==> config.mk <==
export PLATFORM = sky130hd
export DESIGN_NAME = spi_slave_sync
export DESIGN_NICKNAME = d
export VERILOG_FILES = /design/src/rtl/spi_slave_sync.sv
export SDC_FILE = /design/constraint.sdc
export NUM_CORES = 1
export LEC_CHECK = 0
export CORE_AREA = 2 2 66 68
export DETAILED_ROUTE_END_ITERATION = 10
export DIE_AREA = 0 0 68 70
export PLACE_DENSITY = 0.86
export SYNTH_ARGS = -nofsm -noshare
export SYNTH_HDL_FRONTEND = slang
export SYNTH_SLANG_ARGS = --single-unit
==> constraint.sdc <==
create_clock -name clk -period 3.5 [get_ports clk]
set_clock_uncertainty 0.1 [all_clocks]
set_input_delay 0.525 -clock clk [delete_from_list [all_inputs] [get_ports clk]]
set_output_delay 0.525 -clock clk [all_outputs]
set_load 0.01 [all_outputs]
==> src/rtl/spi_slave_sync.sv <==
// SPI slave (modes 0-3) with clk-domain synchronisers and a one-word tx holding register.
// Define SPI_SLAVE_ERR_FLAGS_EN to add sticky tx_underrun / frame_err outputs.
module spi_slave_sync #(
    parameter int DATA_W      = 8,
    parameter int SYNC_STAGES = 2,
    parameter int MSB_FIRST   = 1
) (
    input  logic              clk,
    input  logic              reset,
    input  logic              sclk,
    input  logic              cs,
    input  logic              mosi,
    output logic              miso,
    input  logic              cpol,
    input  logic              cpha,
    input  logic [DATA_W-1:0] tx_data,
    input  logic              tx_valid,
    output logic              tx_ready,
    output logic [DATA_W-1:0] rx_data,
    output logic              rx_valid,
    output logic              busy
`ifdef SPI_SLAVE_ERR_FLAGS_EN
    ,
    input  logic              err_clr,
    output logic              tx_underrun,
    output logic              frame_err
`endif
);

    localparam int CW = $clog2(DATA_W);
    localparam int S  = SYNC_STAGES;

    typedef enum logic [1:0] {IDLE, ARMED, SHIFT} state_t;

    state_t state, state_nx;

    logic [S-1:0]      sclk_q, cs_q, mosi_q, cs_vld;
    logic              sclk_prev, cs_hi, cpol_l, cpha_l, hold_full;
    logic [DATA_W-1:0] hold_data, tx_shift, rx_shift;
    logic [DATA_W-1:0] rx_next, load_word, arm_shift;
    logic [CW-1:0]     bit_cnt;
    logic              sclk_s, cs_s, mosi_s, sclk_chg, lead, trail;
    logic              sample_ev, drive_ev, last_bit, cs_fall;
    logic              do_arm, do_sample, do_drive, do_done, do_abort;

    function automatic logic [DATA_W-1:0] shift_in(input logic [DATA_W-1:0] v,
                                                   input logic b);
        if (MSB_FIRST != 0) return {v[DATA_W-2:0], b};
        else                return {b, v[DATA_W-1:1]};
    endfunction

    function automatic logic out_bit(input logic [DATA_W-1:0] v);
        return (MSB_FIRST != 0) ? v[DATA_W-1] : v[0];
    endfunction

    assign sclk_s    = sclk_q[S-1];
    assign cs_s      = cs_q[S-1];
    assign mosi_s    = mosi_q[S-1];
    assign sclk_chg  = sclk_s ^ sclk_prev;
    assign lead      = sclk_chg && (sclk_s != cpol_l);
    assign trail     = sclk_chg && (sclk_s == cpol_l);
    assign sample_ev = cpha_l ? trail : lead;
    // cpha=0: the trailing edge that ends the previous word arrives with bit_cnt=0
    assign drive_ev  = cpha_l ? lead : (trail && (bit_cnt != '0));
    assign last_bit  = (bit_cnt == CW'(DATA_W - 1));
    // cs_hi only rises once the chain holds a real high pin sample after reset
    assign cs_fall   = cs_hi && !cs_s;
    assign rx_next   = shift_in(rx_shift, mosi_s);
    assign load_word = hold_full ? hold_data : '0;
    assign arm_shift = cpha_l ? load_word : shift_in(load_word, 1'b0);
    assign tx_ready  = !hold_full;
    assign busy      = (state != IDLE);

    always_ff @(posedge clk or posedge reset) begin
        if (reset) state <= IDLE;
        else       state <= state_nx;
    end

    always_comb begin
        state_nx  = state;
        do_arm    = 1'b0;
        do_sample = 1'b0;
        do_drive  = 1'b0;
        do_done   = 1'b0;
        do_abort  = 1'b0;
        unique case (state)
            IDLE: if (cs_fall) state_nx = ARMED;
            ARMED: begin
                do_arm   = 1'b1;
                state_nx = SHIFT;
            end
            SHIFT: begin
                if (cs_s) begin
                    state_nx = IDLE;
                    do_abort = (bit_cnt != '0);
                end else if (sample_ev) begin
                    do_sample = 1'b1;
                    if (last_bit) begin
                        do_done  = 1'b1;
                        state_nx = ARMED;
                    end
                end else if (drive_ev) begin
                    do_drive = 1'b1;
                end
            end
            default: state_nx = IDLE;
        endcase
    end

    always_ff @(posedge clk or posedge reset) begin
        if (reset) begin
            sclk_q    <= '0;
            cs_q      <= '1;
            mosi_q    <= '0;
            cs_vld    <= '0;
            sclk_prev <= 1'b0;
            cs_hi     <= 1'b0;
            cpol_l    <= 1'b0;
            cpha_l    <= 1'b0;
            hold_full <= 1'b0;
            hold_data <= '0;
            tx_shift  <= '0;
            rx_shift  <= '0;
            bit_cnt   <= '0;
            rx_data   <= '0;
            rx_valid  <= 1'b0;
            miso      <= 1'b0;
        end else begin
            sclk_q    <= {sclk_q[S-2:0], sclk};
            cs_q      <= {cs_q[S-2:0], cs};
            mosi_q    <= {mosi_q[S-2:0], mosi};
            cs_vld    <= {cs_vld[S-2:0], 1'b1};
            sclk_prev <= sclk_s;
            cs_hi     <= cs_vld[S-1] && cs_s;
            rx_valid  <= 1'b0;
            if (tx_valid && !hold_full) begin
                hold_data <= tx_data;
                hold_full <= 1'b1;
            end
            if (state == IDLE && cs_fall) begin
                cpol_l <= cpol;
                cpha_l <= cpha;
            end
            if (do_arm) begin
                bit_cnt  <= '0;
                tx_shift <= arm_shift;
                if (hold_full) hold_full <= 1'b0;
                if (!cpha_l)   miso      <= out_bit(load_word);
            end
            if (do_sample) begin
                rx_shift <= rx_next;
                bit_cnt  <= bit_cnt + 1'b1;
                if (do_done) begin
                    rx_data  <= rx_next;
                    rx_valid <= 1'b1;
                end
            end
            if (do_drive) begin
                miso     <= out_bit(tx_shift);
                tx_shift <= shift_in(tx_shift, 1'b0);
            end
            if (do_abort) rx_shift <= '0;
            if (state_nx == IDLE) miso <= 1'b0;
        end
    end

`ifdef SPI_SLAVE_ERR_FLAGS_EN
    always_ff @(posedge clk or posedge reset) begin
        if (reset) begin
            tx_underrun <= 1'b0;
            frame_err   <= 1'b0;
        end else begin
            if (err_clr) begin
                tx_underrun <= 1'b0;
                frame_err   <= 1'b0;
            end
            if (do_arm && !hold_full) tx_underrun <= 1'b1;
            if (do_abort)             frame_err   <= 1'b1;
        end
    end
`endif

endmodule

Word-level counts from Yosys, hierarchy flattened
Index checks and enable logic that the tools add are counted.

storage, ports and cells
  flip-flop bits (word level) = 51
  latch bits = 0
  bits in writable memories = 0
  memory bits (read-only) = 0
  input port bits = 16
  output and inout port bits = 12
  word-level logic and storage cells = 82
  memories kept = 0

operators by class
  add/subtract/negate cells = 1
  $mul = 0
  div/mod/pow operators = 0
  order comparisons = 0
  equal/unequal tests = 6
  shifts and indexed selects = 0
  multiplexer cells = 38
  bitwise gates (word level) = 1
  reduce and logical (&&, ||, !) cells = 19

operators by type and width
  operator                                                                  number
  8-bit two-way mux                                                         4
  1-bit two-way mux                                                         25
  7-bit two-way mux                                                         2
  2-bit two-way mux                                                         4
  2-bit nonzero test                                                        4
  1-bit logical AND                                                         7
  3-bit two-way mux                                                         2
  2-bit one-hot mux with 3 select lines                                     1
  3-bit nonzero test                                                        2
  2-bit zero test                                                           2
  2-bit AND reduction                                                       2
  3-bit by 1-bit adder with 3-bit output (second input constant)            1
  3-bit == test (second input constant)                                     1
  3-bit by 1-bit inequality test with 1-bit output (second input constant)  1
  2-bit by 1-bit == test with 1-bit output (second input constant)          1
  2-bit == test (second input constant)                                     1
  1-bit zero test                                                           2
  1-bit == test                                                             1
  1-bit inequality test                                                     1
  1-bit XOR                                                                 1

Depth between registers and ports, before layout
  depth in word-level cells = 10
  gate-level depth with buffers = 7
  depth with buffers taken out = 6

Worst setup path before layout
Ideal clock, no wire load.

  kind = flip-flop to flip-flop
  from = register state[0]
  to = register tx_shift[2]
  library setup time = 0.125 ns
  arrival time = 1.570 ns
  data required time = 3.275 ns
  setup slack = 1.705 ns
  cell stages (with the launch flop) = 6
  buffers on the path = 1
  clock period less this slack = 1.795 ns
  cell sequence = dfrtp_1 -> buf_4 -> or3b_4 -> nor3b_4 -> a32oi_4 -> mux2_4

between the ends
  word-level cells in the longest chain between the ends = 3
  elaborated cells between the ends (all ways) = 6
  classes of those cells = eq/ne (2); mux (3); reduce/logical (1)

ends and longest elaborated chain
  what                                                                              RTL line  RTL
  start, declared                                                                   35        state_t state, state_nx;
  start signal, assigned                                                            76        else state <= state_nx;
  2-bit == test / 2-bit by 1-bit == test with 1-bit output (equally long branches)  86        unique case (state)
  1-bit two-way mux                                                                 86
  8-bit two-way mux / 2-bit nonzero test (equally long branches)                    n/a
  end signal, assigned                                                              146       tx_shift <= arm_shift;
  end signal, assigned                                                              160       tx_shift <= shift_in(tx_shift, 1'b0);
  end, declared                                                                     39        logic [DATA_W-1:0] hold_data, tx_shift, rx_shift;

Parallel ways exist; a longest one is shown, timed or not.
A chain may end at the register's enable or synchronous reset.

Final worst setup path
  from = register state[0]
  to = output port busy

between the ends
  word-level cells in the longest chain between the ends = 1

ends and longest elaborated chain
  what                RTL line  RTL
  2-bit nonzero test  72        assign busy = (state != IDLE);
  end, declared       21        output logic busy

Every way passes these cells.

==> metrics.txt <==
outcome finished, final reports clean; Post-synth EDFFs 0; hold slack final around 250 ps; 1st-pass router iterations 4; gr usage total about 17%; First DRT Iteration DRCs 87; post-CTS resize count 0; Initial Util 55.4%; Setup TNS 0 ps; grt ovf 0; final setup violation count 0; CTS root buf clkbuf_8; post-CTS setup buffers 0; Placed Instances approximately 250; initial antenna violation count 0; die area about 0.0048 mm²; Startpoint Class register; final hold violations 0; Avg WL per Cell 13.9 µm; Syn Std Cell Area about 0.0023 mm²; RSZ-0062 raised after global routing false; Die Y 70 µm; DR vias ~1400; H-tree depth 2; Reg clk slew, reported paths approximately 90 ps; Port Buf Inserts 27; Num CTS Buffers 5; vias in the first global route 1394; metal2 WL about 1800 µm; top area cells in the synthesized netlist dfrtp_1 53%, mux2i_1 9.2%, mux2_2 5.9%; clock sinks 51; Power Dens Cells about 550 mW/mm²; leading area contributor after synthesis dfrtp_1; peak supply drop ~0.39 mV; count leader, synth dfrtp_1; Area growth syn-to-layout 17.0%; relative slew slack 32.9%; top_reg_cell synth dfrtp_1; CP endpoint kind output port; top-area cell type share of the netlist area around 53%; WP data arrival about 1600 ps; sequential standard cell area between 0.001 and 0.0015 mm²; CP required approximately 2900 ps; Synth Register Bits between 50 and 60; register area share after synthesis 55.7%; Post-Syn Area per Cell 12.8 µm²; maximum number of pins on one net before global-route repair 52; critical path class reg2out; hpwl dp approximately 2500 µm; Synth Warn # 0; GPL Wtd Cong just over 0.7; Netlist cell types 38; critical path peak fanout 9; IO Pins 28; leakage around 1.3 nW; Die Width between 60 and 70 µm; met3 wire len roughly 120 µm; cts hold-fix bufs 0; M1 WL approximately 1600 µm; Ant. Diodes 0; CORE AREA approximately 0.0041 mm²; Max Used Layer met4; Final Cycle Share between 60% and 70%; Syn Inst Count about 180; share of cells above drive strength 1 between 10% and 20%; vias per std cell 5.24; Total Wirelength about 3600 µm; Fillers 320; Max clock buf depth 2; first-pass GRT wire length 6180 µm; Final ANT Viol Nets 0; syn_nets just under 200; CTS tree built; Post-synth top cells 49 x dfrtp_1, 21 x mux2i_1, 18 x nand2_1; asr flop ratio synth between 90% and 100%; Max Fclk approximately 450 MHz; nets roughly 230; Multi-input gate area about 940 µm²; maxcap violations 0; Max Slew Vio Count 0; worst min path class reg2reg; # DRC 0; Final min period about 2200 ps; clock insertion delay at the later pin of the skew report ~310 ps; non-filler cells, final 260; Worst Tran Pin Value roughly 1000 ps; Rows 24
path summary, 6_finish.rpt:
path                           start      endpoint  slack (ps)  depth (start not counted)
min in group asynchronous      reset    rx_data[1]         670                          2
min                        cs_vld[0]     cs_vld[1]         250                          0
max                         state[0]          busy        1290                          2
max in group asynchronous      reset  hold_data[3]        2010                          2
min reg2reg                cs_vld[0]     cs_vld[1]         250                          0
max reg2reg                   cpha_l    rx_data[2]        1330                          4
report_power, final:
part	switching [W]	internal (W)
sequential	0.000114	0.000709
clock	0.000187	0.000137
combinational	0.000130	0.000211
total	0.000431	0.00106
state kept, by name, summed over array words and instances (netlist names):
name       count
rx_valid       1
cs_q           2
cs_hi          1
hold_data      8
hold_full      1
rx_shift       7
cpha_l         1
rx_data        8
state          2
miso           1
mosi_q         2
bit_cnt        3
sclk_q         2
cs_vld         2
sclk_prev      1
cpol_l         1
tx_shift       8
area by class of cell:
type | instances | area share, %
Sequential cell | 51 | 47.6
Multi-Input combinational cell | 108 | 34.9
Timing Repair Buffer | 27 | 10.1
Clock buffer | 5 | 2.56
Tap cell | 52 | 2.42
Inverter | 14 | 1.96
Clock inverter | 3 | 0.559
stage by stage:
step                      util [%]  instance area (µm²)  total power (W)  setup slack [ps]
after floorplan                  -                 2300          0.00108              1650
after global placement        62.8                 2600          0.00116              1320
after detailed placement      62.8                 2600          0.00118              1290
after CTS                     64.9                 2690          0.00150              1280
after global routing          64.9                 2690          0.00158              1220
final                         64.9                 2690          0.00149              1290
cells by family (layout without fill, tap and decap cells):
family                   Yosys count  after routing  share of synthesized area [%]
flip-flops                        51             51                           55.7
multiplexers                      46             46                           22.9
AND/OR/NAND/NOR                   42             42                           10.6
buffers and inverters             20             49                           3.54
AO/OA/AOI/OAI                     15             15                           4.85
adder cells (fa/ha/maj)            3              3                           1.63
other                              1              1                          0.163
XOR/XNOR                           1              1                          0.708
critical path, stage by stage, from the launching register on:
cell             delay [ps]
dfrtp_1                 480
or2_2                   320
clkdlybuf4s50_1         470
layer usage:
metal	up-vias	GRT usage [%]
met3	5	3.86
li1	663	-
met2	22	27.6
met1	672	22.1
met4	0	8.67
met5	-	0
placed cells by master (no fill, tap or decap), types with 2 or more instances in the layout:
master / Yosys / final
dfrtp_1: 49 / 49
clkdlybuf4s50_1: 0 / 27
mux2i_1: 21 / 21
nand2_1: 18 / 18
inv_1: 14 / 13
mux2_2: 12 / 12
o21ai_0: 8 / 8
mux2_4: 6 / 6
mux2_1: 6 / 6
nand2b_1: 5 / 5
clkbuf_8: 0 / 5
nor2_1: 4 / 4
ha_1: 3 / 3
clkinv_2: 0 / 3
nand3_1: 2 / 2
and2_1: 2 / 2
dfstp_2: 2 / 2
Note: power is estimated with default switching activity, not from simulation.
